### config.mk
export PLATFORM = sky130hd
export DESIGN_NAME = axi_lite_master
export DESIGN_NICKNAME = d
export VERILOG_FILES = /design/src/rtl/axi_lite_master.sv
export SDC_FILE = /design/constraint.sdc
export NUM_CORES = 1
export LEC_CHECK = 0
export ABC_AREA = 1
export CORE_UTILIZATION = 38
export DETAILED_ROUTE_END_ITERATION = 10
export PLACE_DENSITY_LB_ADDON = 0.1
export REMOVE_ABC_BUFFERS = 1
export SLEW_MARGIN = 20
export SYNTH_ARGS = -nofsm -noshare
export SYNTH_HDL_FRONTEND = slang
export SYNTH_SLANG_ARGS = --single-unit
### constraint.sdc
create_clock -name clk -period 1.6 [get_ports clk]
set_clock_uncertainty 0.15 [all_clocks]
set_input_delay 0.4 -clock clk [delete_from_list [all_inputs] [get_ports clk]]
set_output_delay 0.4 -clock clk [all_outputs]
set_load 0.02 [all_outputs]
### src/rtl/axi_lite_master.sv
// Single-outstanding AXI-Lite initiator: a valid/ready command port in, the five AXI-Lite channels out, a valid/ready response port back.
// Optional watchdog recovery is compiled in with `define AXI_LITE_MASTER_TIMEOUT_EN.
module axi_lite_master #(
    parameter int ADDR_WIDTH     = 32,
    parameter int DATA_WIDTH     = 32,
    parameter int TIMEOUT_CYCLES = 1024
) (
    input  logic                  clk,
    input  logic                  reset,
    // command port
    input  logic                  i_cmd_valid,
    output logic                  o_cmd_ready,
    input  logic                  i_cmd_we,
    input  logic [ADDR_WIDTH-1:0] i_cmd_addr,
    input  logic [DATA_WIDTH-1:0] i_cmd_wdata,
    input  logic [3:0]            i_cmd_wstrb,
    // response port
    output logic                  o_rsp_valid,
    input  logic                  i_rsp_ready,
    output logic                  o_rsp_we,
    output logic [DATA_WIDTH-1:0] o_rsp_rdata,
    output logic [1:0]            o_rsp_resp,
    output logic                  o_busy,
    // write address channel
    output logic [ADDR_WIDTH-1:0] o_axi_awaddr,
    output logic                  o_axi_awvalid,
    input  logic                  i_axi_awready,
    // write data channel
    output logic [DATA_WIDTH-1:0] o_axi_wdata,
    output logic [3:0]            o_axi_wstrb,
    output logic                  o_axi_wvalid,
    input  logic                  i_axi_wready,
    // write response channel
    input  logic [1:0]            i_axi_bresp,
    input  logic                  i_axi_bvalid,
    output logic                  o_axi_bready,
    // read address channel
    output logic [ADDR_WIDTH-1:0] o_axi_araddr,
    output logic                  o_axi_arvalid,
    input  logic                  i_axi_arready,
    // read data channel
    input  logic [DATA_WIDTH-1:0] i_axi_rdata,
    input  logic [1:0]            i_axi_rresp,
    input  logic                  i_axi_rvalid,
    output logic                  o_axi_rready
);

    // Every channel and port uses the same rule: a transfer happens on the
    // rising edge where valid and ready are both high; a valid, once raised,
    // holds with stable payload until that edge (reset and timeout excepted).

    if (DATA_WIDTH != 32 || TIMEOUT_CYCLES < 2) begin : g_bad_param
        $error("axi_lite_master: DATA_WIDTH must be 32 and TIMEOUT_CYCLES at least 2");
    end

    typedef enum logic [2:0] {
        IDLE    = 3'd0,
        WR_REQ  = 3'd1,
        WR_RESP = 3'd2,
        RD_REQ  = 3'd3,
        RD_DATA = 3'd4,
        RSP     = 3'd5
    } state_t;

    state_t                  state_q, state_d;
    logic                    we_q, we_d;
    logic [ADDR_WIDTH-1:0]   addr_q, addr_d;
    logic [DATA_WIDTH-1:0]   wdata_q, wdata_d;
    logic [3:0]              wstrb_q, wstrb_d;
    logic                    awvalid_q, awvalid_d;
    logic                    wvalid_q, wvalid_d;
    logic                    bready_q, bready_d;
    logic                    arvalid_q, arvalid_d;
    logic                    rready_q, rready_d;
    logic                    aw_done_q, aw_done_d;
    logic                    w_done_q, w_done_d;
    logic                    rsp_valid_q, rsp_valid_d;
    logic [DATA_WIDTH-1:0]   rdata_q, rdata_d;
    logic [1:0]              resp_q, resp_d;

    logic cmd_hs, aw_hs, w_hs, b_hs, ar_hs, r_hs, rsp_hs;

    assign cmd_hs = i_cmd_valid && (state_q == IDLE);
    assign aw_hs  = awvalid_q && i_axi_awready;
    assign w_hs   = wvalid_q && i_axi_wready;
    assign b_hs   = bready_q && i_axi_bvalid;
    assign ar_hs  = arvalid_q && i_axi_arready;
    assign r_hs   = rready_q && i_axi_rvalid;
    assign rsp_hs = rsp_valid_q && i_rsp_ready;

`ifdef AXI_LITE_MASTER_TIMEOUT_EN
    localparam int CNT_W = (TIMEOUT_CYCLES > 2) ? $clog2(TIMEOUT_CYCLES) : 1;

    logic [CNT_W-1:0] to_cnt_q, to_cnt_d;
    logic             waiting, any_hs, timeout;

    assign waiting = (state_q == WR_REQ) || (state_q == WR_RESP) ||
                     (state_q == RD_REQ) || (state_q == RD_DATA);
    assign any_hs  = aw_hs || w_hs || b_hs || ar_hs || r_hs;
    assign timeout = waiting && (to_cnt_q == CNT_W'(TIMEOUT_CYCLES - 1));

    // Restarts on request entry and on every channel transfer, so the limit
    // bounds the silence of a single channel rather than the whole access.
    always_comb begin
        to_cnt_d = to_cnt_q;
        if (cmd_hs || any_hs) begin
            to_cnt_d = '0;
        end else if (waiting) begin
            to_cnt_d = to_cnt_q + 1'b1;
        end
    end

    always_ff @(posedge clk) begin
        if (reset) begin
            to_cnt_q <= '0;
        end else begin
            to_cnt_q <= to_cnt_d;
        end
    end
`endif

    always_comb begin
        state_d     = state_q;
        we_d        = we_q;
        addr_d      = addr_q;
        wdata_d     = wdata_q;
        wstrb_d     = wstrb_q;
        awvalid_d   = awvalid_q;
        wvalid_d    = wvalid_q;
        bready_d    = bready_q;
        arvalid_d   = arvalid_q;
        rready_d    = rready_q;
        aw_done_d   = aw_done_q;
        w_done_d    = w_done_q;
        rsp_valid_d = rsp_valid_q;
        rdata_d     = rdata_q;
        resp_d      = resp_q;

        case (state_q)
            IDLE: begin
                if (cmd_hs) begin
                    we_d    = i_cmd_we;
                    addr_d  = i_cmd_addr;
                    wdata_d = i_cmd_wdata;
                    wstrb_d = i_cmd_wstrb;
                    if (i_cmd_we) begin
                        awvalid_d = 1'b1;
                        wvalid_d  = 1'b1;
                        aw_done_d = 1'b0;
                        w_done_d  = 1'b0;
                        state_d   = WR_REQ;
                    end else begin
                        arvalid_d = 1'b1;
                        state_d   = RD_REQ;
                    end
                end
            end

            WR_REQ: begin
                // AW and W complete independently; B waits for both.
                if (aw_hs) begin
                    awvalid_d = 1'b0;
                    aw_done_d = 1'b1;
                end
                if (w_hs) begin
                    wvalid_d = 1'b0;
                    w_done_d = 1'b1;
                end
                if ((aw_done_q || aw_hs) && (w_done_q || w_hs)) begin
                    aw_done_d = 1'b0;
                    w_done_d  = 1'b0;
                    bready_d  = 1'b1;
                    state_d   = WR_RESP;
                end
            end

            WR_RESP: begin
                if (b_hs) begin
                    resp_d      = i_axi_bresp;
                    rdata_d     = '0;
                    bready_d    = 1'b0;
                    rsp_valid_d = 1'b1;
                    state_d     = RSP;
                end
            end

            RD_REQ: begin
                if (ar_hs) begin
                    arvalid_d = 1'b0;
                    rready_d  = 1'b1;
                    state_d   = RD_DATA;
                end
            end

            RD_DATA: begin
                if (r_hs) begin
                    rdata_d     = i_axi_rdata;
                    resp_d      = i_axi_rresp;
                    rready_d    = 1'b0;
                    rsp_valid_d = 1'b1;
                    state_d     = RSP;
                end
            end

            RSP: begin
                if (rsp_hs) begin
                    rsp_valid_d = 1'b0;
                    state_d     = IDLE;
                end
            end

            default: begin
                state_d = IDLE;
            end
        endcase

`ifdef AXI_LITE_MASTER_TIMEOUT_EN
        // Bring-up recovery: abandons the outstanding channel and reports DECERR.
        if (timeout) begin
            awvalid_d   = 1'b0;
            wvalid_d    = 1'b0;
            bready_d    = 1'b0;
            arvalid_d   = 1'b0;
            rready_d    = 1'b0;
            aw_done_d   = 1'b0;
            w_done_d    = 1'b0;
            resp_d      = 2'b11;
            rdata_d     = '0;
            rsp_valid_d = 1'b1;
            state_d     = RSP;
        end
`endif
    end

    always_ff @(posedge clk) begin
        if (reset) begin
            state_q     <= IDLE;
            we_q        <= 1'b0;
            addr_q      <= '0;
            wdata_q     <= '0;
            wstrb_q     <= '0;
            awvalid_q   <= 1'b0;
            wvalid_q    <= 1'b0;
            bready_q    <= 1'b0;
            arvalid_q   <= 1'b0;
            rready_q    <= 1'b0;
            aw_done_q   <= 1'b0;
            w_done_q    <= 1'b0;
            rsp_valid_q <= 1'b0;
            rdata_q     <= '0;
            resp_q      <= '0;
        end else begin
            state_q     <= state_d;
            we_q        <= we_d;
            addr_q      <= addr_d;
            wdata_q     <= wdata_d;
            wstrb_q     <= wstrb_d;
            awvalid_q   <= awvalid_d;
            wvalid_q    <= wvalid_d;
            bready_q    <= bready_d;
            arvalid_q   <= arvalid_d;
            rready_q    <= rready_d;
            aw_done_q   <= aw_done_d;
            w_done_q    <= w_done_d;
            rsp_valid_q <= rsp_valid_d;
            rdata_q     <= rdata_d;
            resp_q      <= resp_d;
        end
    end

    assign o_cmd_ready   = (state_q == IDLE);
    assign o_busy        = (state_q != IDLE);
    assign o_rsp_valid   = rsp_valid_q;
    assign o_rsp_we      = we_q;
    assign o_rsp_rdata   = rdata_q;
    assign o_rsp_resp    = resp_q;
    assign o_axi_awaddr  = addr_q;
    assign o_axi_awvalid = awvalid_q;
    assign o_axi_wdata   = wdata_q;
    assign o_axi_wstrb   = wstrb_q;
    assign o_axi_wvalid  = wvalid_q;
    assign o_axi_bready  = bready_q;
    assign o_axi_araddr  = addr_q;
    assign o_axi_arvalid = arvalid_q;
    assign o_axi_rready  = rready_q;

endmodule
==> flow_metrics.tcl, run 1 <==
set metrics [dict create \
    run_status "finished with violations" \
    violations "setup timing" \
    max-vdd-ir-drop_uv 1030 \
    grt_use_met3_pct 7.14 \
    timing.final.setup_violations 34 \
    ctsRootBufferMaster "sky130_fd_sc_hd__clkbuf_16" \
    finish.utilization_pct 66.6 \
    postCtsHoldBufs 0 \
    critPathLaunchType "flop" \
    grt_antenna_before_repair 0 \
    worstHoldPathType "in2reg" \
    gr-usage-met1_pct 25.1 \
    timing.final.max_slew_violations 0 \
    htree_levels 4 \
    yosys_warnings 0 \
    drt_drc 0 \
    portBuffers 256 \
    synth_top_area_share_pct 51.0 \
    syn2layout_area_growth_pct 70.7 \
    grt_setup_unrepaired "yes" \
    highest_count_cells_in_the_layout_ignoring_fill_and_taps "sky130_fd_sc_hd__nand2_1 (243), sky130_fd_sc_hd__dfxtp_1 (112), sky130_fd_sc_hd__clkdlybuf4s50_1 (112)" \
    r2r_setup_slk_ns -0.04 \
    final.hold.worst_slack_ns 0.140 \
    wl_per_cell_um 14.2 \
    timing.final.ws_setup_ns -0.121 \
    fmax_mhz 581 \
    num_cts_buffers 17 \
    antenna_violating_nets_post_route 0 \
    busiest_layer "met2" \
    worstSetupEndpoint "o_busy" \
    grt_pass1_vias 4646 \
    chipHeight_um 111 \
    fillers 981 \
    floorplan.die_area_mm2 0.0122 \
    static_leakage_uw 0.00320 \
    synth.cell_area_mm2 0.00448 \
    io-pin-count 257 \
    grt_usage_pct 23.0 \
    p_per_area_mw_per_mm2 1630 \
    ratio_of_routed_vias_to_standard_cells 4.78 \
    insertedDiodeCount 0 \
    yosys-top-cells-area "sky130_fd_sc_hd__dfxtp_1 (51%), sky130_fd_sc_hd__nand2_1 (21%), sky130_fd_sc_hd__a21oi_1 (13%)" \
    clock_tree_from_tritoncts "done" \
    timing.critical_path.to_type "output pin" \
    worst_skew_pair.late_latency_ns 0.40 \
    worst_setup_hold_path_clk_slew_ns 0.05 \
    crit-reg2reg-capture "o_rsp_rdata[21]" \
    max_cap_viol_count 0 \
    worstSetupStartpoint "state_q[2]" \
    clock_sinks 114 \
    core_area_mm2 0.0115 \
    synth_area_per_cell_um2 7.47 \
    firstDrtPassIters 4 \
    initial_core_util_pct 39.0 \
    core.rowCount 39 \
    ys_ff_latch 114 \
    global_route.overflow_total 0 \
    worst_pin_slew_ns 0.324 \
    worstRegToRegCells 8 \
    r2r-start "state_q[2]" \
    critical_path_class "reg2out" \
    ctsLongestPathBuffers 2 \
    drive_above_1_share_pct 27.7 \
    detailedPlacementHpwl_mm 9.73 \
    required_ns 1.05 \
    post-route-cell-area_mm2 0.00764 \
    min_period_over_period_pct 108 \
    yosysUniqueCellTypes 21 \
    relative_slew_margins_pct 78.3 \
    route.vias.total 4808 \
    critical_path_arrival_ns 1.17 \
    report.final.hold_viol_count 0 \
    synth.largest_area_cell "sky130_fd_sc_hd__dfxtp_1" \
    final.min_clock_period_ns 1.72 \
    initialDrtViolationCount 227 \
    post_place_setup_slack_ns -0.418 \
    worstPathMaxFanout 2 \
    finalNetCount 964 \
    placed_area_mm2 0.00711 \
    gpl.final_weighted_congestion 0.810 \
    layout_commonest_cell "sky130_fd_sc_hd__nand2_1" \
    netlist_instances 599 \
    global_route_wire_length_before_repair_mm 22.4 \
    die_x_um 111 \
    wirelength_mm 14.2 \
    grt.met2_usage_pct 40.0 \
    grt_max_degree 58 \
    synth-seq-area-share_pct 51.0 \
]
-- flip-flops by register name, indices dropped and copies added, names as in the netlist --
register       flops
o_axi_araddr      32
o_rsp_valid        1
o_rsp_resp         2
o_axi_rready       1
o_axi_wdata       32
state_q            3
o_axi_bready       1
o_rsp_we           1
o_axi_wstrb        4
w_done_q           1
o_rsp_rdata       32
o_axi_wvalid       1
o_axi_arvalid      1
aw_done_q          1
o_axi_awvalid      1
-- per-stage QoR --
step	TNS, ns	power (uW)	cells
finish	-0.868	12500	1005
global route	-3.46	13100	1005
CTS	-0.283	12400	998
detailed placement	-34.58	8550	963
global placement	-30.07	8460	963
floorplan	-81.15	6010	533
-- critical path, stage by stage, from the launching register on --
cell,delay (ns)
sky130_fd_sc_hd__dfxtp_2,0.33
sky130_fd_sc_hd__nor2_4,0.14
sky130_fd_sc_hd__nand2_4,0.07
sky130_fd_sc_hd__buf_6,0.11
sky130_fd_sc_hd__buf_6,0.12
-- per-layer routing --
layer | share of wire (%) | routed length (um)
met5 | 0 | 0
met4 | 2.2 | 317
met3 | 7.7 | 1100
met2 | 50 | 7190
met1 | 40 | 5640
-- final cells by class --
cell class	count	area [um2]	area share, %
repair buffers	298	2690	35.3
multi-input cells	404	1820	23.8
well taps	143	179	2.34
clock buffers	21	460	6.03
inverters	15	66.3	0.868
clock inverters	10	134	1.75
flip-flops and latches	114	2280	29.9
-- synthesized netlist by cell type, drive strengths merged --
library cell  instances
clkbuf               13
nor3                  1
buf                  53
nand3                16
o211ai                1
a21oi               114
inv                  15
nand4                 1
o21ai                 3
nand2               247
o21a                  1
nor2                 18
dfxtp               114
nand3b                2
-- power by group --
group          internal [uW]  switching (uW)  leakage, uW
logic                   2160            2850      0.00198
clock network           2510            1270     0.000289
registers               3360             299     0.000930
total                   8030            4430      0.00320
-- kinds of logic after synthesis --
logic type / share of synthesized area, %
compound gates: 13.5
flops: 51.0
simple gates: 25.3
buf+inv: 10.3
-- what timing repair did --
action / CTS / global route
buffers inserted: 1 / 6
setup endpoints to repair: 205 / 146
pin swaps: 5 / 3
cloned: 3 / 1
resized for setup: 466 / 82
-- how the worst min path moves through the flow --
stage	end	cells after the start	start
final	o_axi_wstrb[0]	2	reset
after global routing	o_axi_wdata[0]	2	reset
after CTS	o_axi_bready	2	reset
after detailed placement	o_rsp_rdata[11]	2	o_rsp_rdata[11]
after global placement	o_rsp_rdata[23]	2	o_rsp_rdata[23]
after floorplan	aw_done_q	2	aw_done_q
Power figures use the tool's default switching activity.
==> inputs of run 2 (changes only) <==
--- a/config.mk
+++ b/config.mk
@@ -6,6 +6,7 @@
 export NUM_CORES = 1
 export LEC_CHECK = 0
 export ABC_AREA = 1
+export CAP_MARGIN = 10
 export CORE_UTILIZATION = 38
 export DETAILED_ROUTE_END_ITERATION = 10
 export PLACE_DENSITY_LB_ADDON = 0.1
==> results of run 2 <==
No change in the layout: final DEF, timing and power equal those of run 1.
==> inputs of run 3 (changes only) <==
--- a/config.mk
+++ b/config.mk
@@ -10,6 +10,7 @@
 export CORE_UTILIZATION = 38
 export DETAILED_ROUTE_END_ITERATION = 10
 export PLACE_DENSITY_LB_ADDON = 0.1
+export RECOVER_POWER = 50
 export REMOVE_ABC_BUFFERS = 1
 export SLEW_MARGIN = 20
 export SYNTH_ARGS = -nofsm -noshare
==> run 3 against run 2 <==
  * The run still ends with setup timing left
  * Worst setup slack gained 0.0017 ns
  * Hold slack better by 0.0016 ns
  * Register-to-register slack about the same
  * Via count unchanged
  * Flip-flop and latch count unchanged
  * Sequential share of layout area rose by 0.074 points
  * First-iteration DRC count rose by 8.4%
  * Sequential power about the same
  * Fmax about the same
==> flow_metrics.tcl, run 3 (synthesized netlist as in run 1, its figures left out) <==
set metrics [dict create \
    antenna_violating_nets_post_route 0 \
    insertedDiodeCount 0 \
    report.final.hold_viol_count 0 \
    wl_per_cell_um 14.2 \
    critPathLaunchType "flop" \
    core_area_mm2 0.0115 \
    critical_path_class "reg2out" \
    cp_slowest_cell "sky130_fd_sc_hd__dfxtp_2" \
    clock_sinks 114 \
    core.rowCount 39 \
    fmax_mhz 582 \
    timing.final.setup_violations 34 \
    placed_area_mm2 0.00711 \
    final.hold.worst_slack_ns 0.142 \
    final_cells 1005 \
    ctsRootBufferMaster "sky130_fd_sc_hd__clkbuf_16" \
    fillers 984 \
    finish.utilization_pct 66.5 \
    run_status "finished with violations" \
    timing.critical_path.cells "nor2_4 > nand2_4 > buf_6 > buf_6" \
    wirelength_mm 14.2 \
    firstDrtPassIters 4 \
    gr-usage-met1_pct 25.1 \
    max-vdd-ir-drop_uv 1020 \
    floorplan.die_area_mm2 0.0122 \
    worstSetupPathDepth 4 \
    timing.final.ws_setup_ns -0.119 \
    highest_count_cells_in_the_layout_ignoring_fill_and_taps "sky130_fd_sc_hd__nand2_1 (243), sky130_fd_sc_hd__dfxtp_1 (112), sky130_fd_sc_hd__clkdlybuf4s50_1 (112)" \
    seqCellArea_mm2 0.00228 \
    ctsLongestPathBuffers 2 \
    worst_path_most_repeated_cell "sky130_fd_sc_hd__buf_6" \
    worstHoldPathType "in2reg" \
    drt_drc 0 \
    gpl.final_weighted_congestion 0.810 \
    finalNetCount 964 \
    grt_max_degree 58 \
    numPlacedInstances 963 \
    critical_path_arrival_ns 1.17 \
    postCtsHoldBufs 0 \
    worstSetupStartpoint "state_q[2]" \
    static_leakage_uw 0.00313 \
    worst_setup_hold_path_clk_slew_ns 0.05 \
    switching_share_pct 35.6 \
    pwr-share-clk_pct 30.4 \
    io-pin-count 257 \
    grt_antenna_before_repair 0 \
    relative_slew_margins_pct 77.7 \
    timing.final.max_slew_violations 0 \
    detailedPlacementHpwl_mm 9.73 \
    worstRegToRegCells 8 \
    switchingPower_uw 4420 \
    r2r-start "state_q[2]" \
    comb_power_share_pct 40.1 \
    post-route-cell-area_mm2 0.00762 \
    cp_top_family "flip-flops" \
    grt_usage_pct 23.0 \
    max_cap_viol_count 0 \
    timing.critical_path.to_type "output pin" \
    report.power.total_uw 12400 \
    ratio_of_routed_vias_to_standard_cells 4.78 \
    grt_setup_unrepaired "yes" \
    clock_tree_from_tritoncts "done" \
    violations "setup timing" \
    portBuffers 256 \
    crit_buf_inv 2 \
    internal_portion_of_total_power_uw 8000 \
    worstPathMaxFanout 2 \
    p_per_area_mw_per_mm2 1630 \
    worst_skew_pair.late_latency_ns 0.40 \
    initial_core_util_pct 39.0 \
    crit-reg2reg-capture "o_rsp_rdata[21]" \
    worst_pin_slew_ns 0.335 \
    route.vias.total 4808 \
    worstSetupEndpoint "o_busy" \
    grt_use_met3_pct 7.14 \
    min_period_over_period_pct 107 \
    global_route.overflow_total 0 \
    global_route_wire_length_before_repair_mm 22.4 \
    grt_pass1_vias 4646 \
    drive_above_1_share_pct 26.2 \
    htree_levels 4 \
    chipHeight_um 111 \
    required_ns 1.05 \
    r2r_setup_slk_ns -0.04 \
    power.share.sequential_pct 29.5 \
    grt.met2_usage_pct 40.0 \
    final.min_clock_period_ns 1.72 \
    syn2layout_area_growth_pct 70.2 \
    num_cts_buffers 17 \
    die_x_um 111 \
    area_of_combinational_cells_with_multiple_inputs_mm2 0.00182 \
    initialDrtViolationCount 246 \
    layout_commonest_cell "sky130_fd_sc_hd__nand2_1" \
    slowest_delay_ns 0.33 \
    busiest_layer "met2" \
]
-- run 3: cell count changes in the layout (fill, tap and decap cells not counted) --
| cell | before | now |
|---|---|---|
| sky130_fd_sc_hd__buf_2 | 71 | 33 |
| sky130_fd_sc_hd__buf_4 | 28 | 27 |
| sky130_fd_sc_hd__clkbuf_1 | 2 | 15 |
| sky130_fd_sc_hd__clkbuf_2 | 13 | 39 |
-- run 3: worst min path at each step --
| stage | start | end | slack [ns] | cells past startpoint |
|---|---|---|---|---|
| 2_1_floorplan | aw_done_q | aw_done_q | 0.28 | 2 |
| 3_3_place_gp | o_rsp_rdata[23] | o_rsp_rdata[23] | 0.30 | 2 |
| 3_5_place_dp | o_rsp_rdata[11] | o_rsp_rdata[11] | 0.30 | 2 |
| 4_1_cts | reset | o_axi_bready | 0.11 | 2 |
| 5_1_grt | reset | o_axi_wdata[0] | 0.12 | 2 |
| 6_report | reset | o_rsp_valid | 0.14 | 2 |
-- run 3: per-stage QoR --
stage	TNS [ns]	setup slack [ns]
6_report	-0.917	-0.119
5_1_grt	-3.46	-0.166
4_1_cts	-0.283	-0.124
3_5_place_dp	-34.58	-0.418
3_3_place_gp	-30.07	-0.358
2_1_floorplan	-81.15	-1.21
-- run 3: timing repair --
| item | 4_1_cts | 5_1_grt |
|---|---|---|
| cloned | 3 | 1 |
| pin swaps | 5 | 3 |
| setup buffers | 1 | 6 |
| gates resized for setup | 466 | 82 |
| endpoints found under the hold margin | 0 | 0 |
| setup endpoints to repair | 205 | 146 |
-- run 3: layout make-up --
| type | count | area share, % |
|---|---|---|
| clock inverter | 10 | 1.76 |
| multi-input combinational | 404 | 23.9 |
| inverter | 15 | 0.870 |
| timing repair buffer | 298 | 35.1 |
| clock buffer | 21 | 6.04 |
| tap | 143 | 2.35 |
| sequential | 114 | 30.0 |
-- run 3: power by group through the flow --
| stage | Combinational, uW | Sequential [uW] | Clock, uW |
|---|---|---|---|
| floorplan | 1530 | 4480 | 0 |
| CTS | 4840 | 3660 | 3860 |
| global route | 5380 | 3730 | 3980 |
| detailed placement | 4840 | 3710 | 0 |
| finish | 4980 | 3660 | 3780 |
| global placement | 4770 | 3690 | 0 |
-- run 3: metal layers --
metal	share of wire [%]	vias up
li1	-	2385
met1	40	2204
met2	50	194
met3	7.5	25
met4	2.1	0
met5	0	-
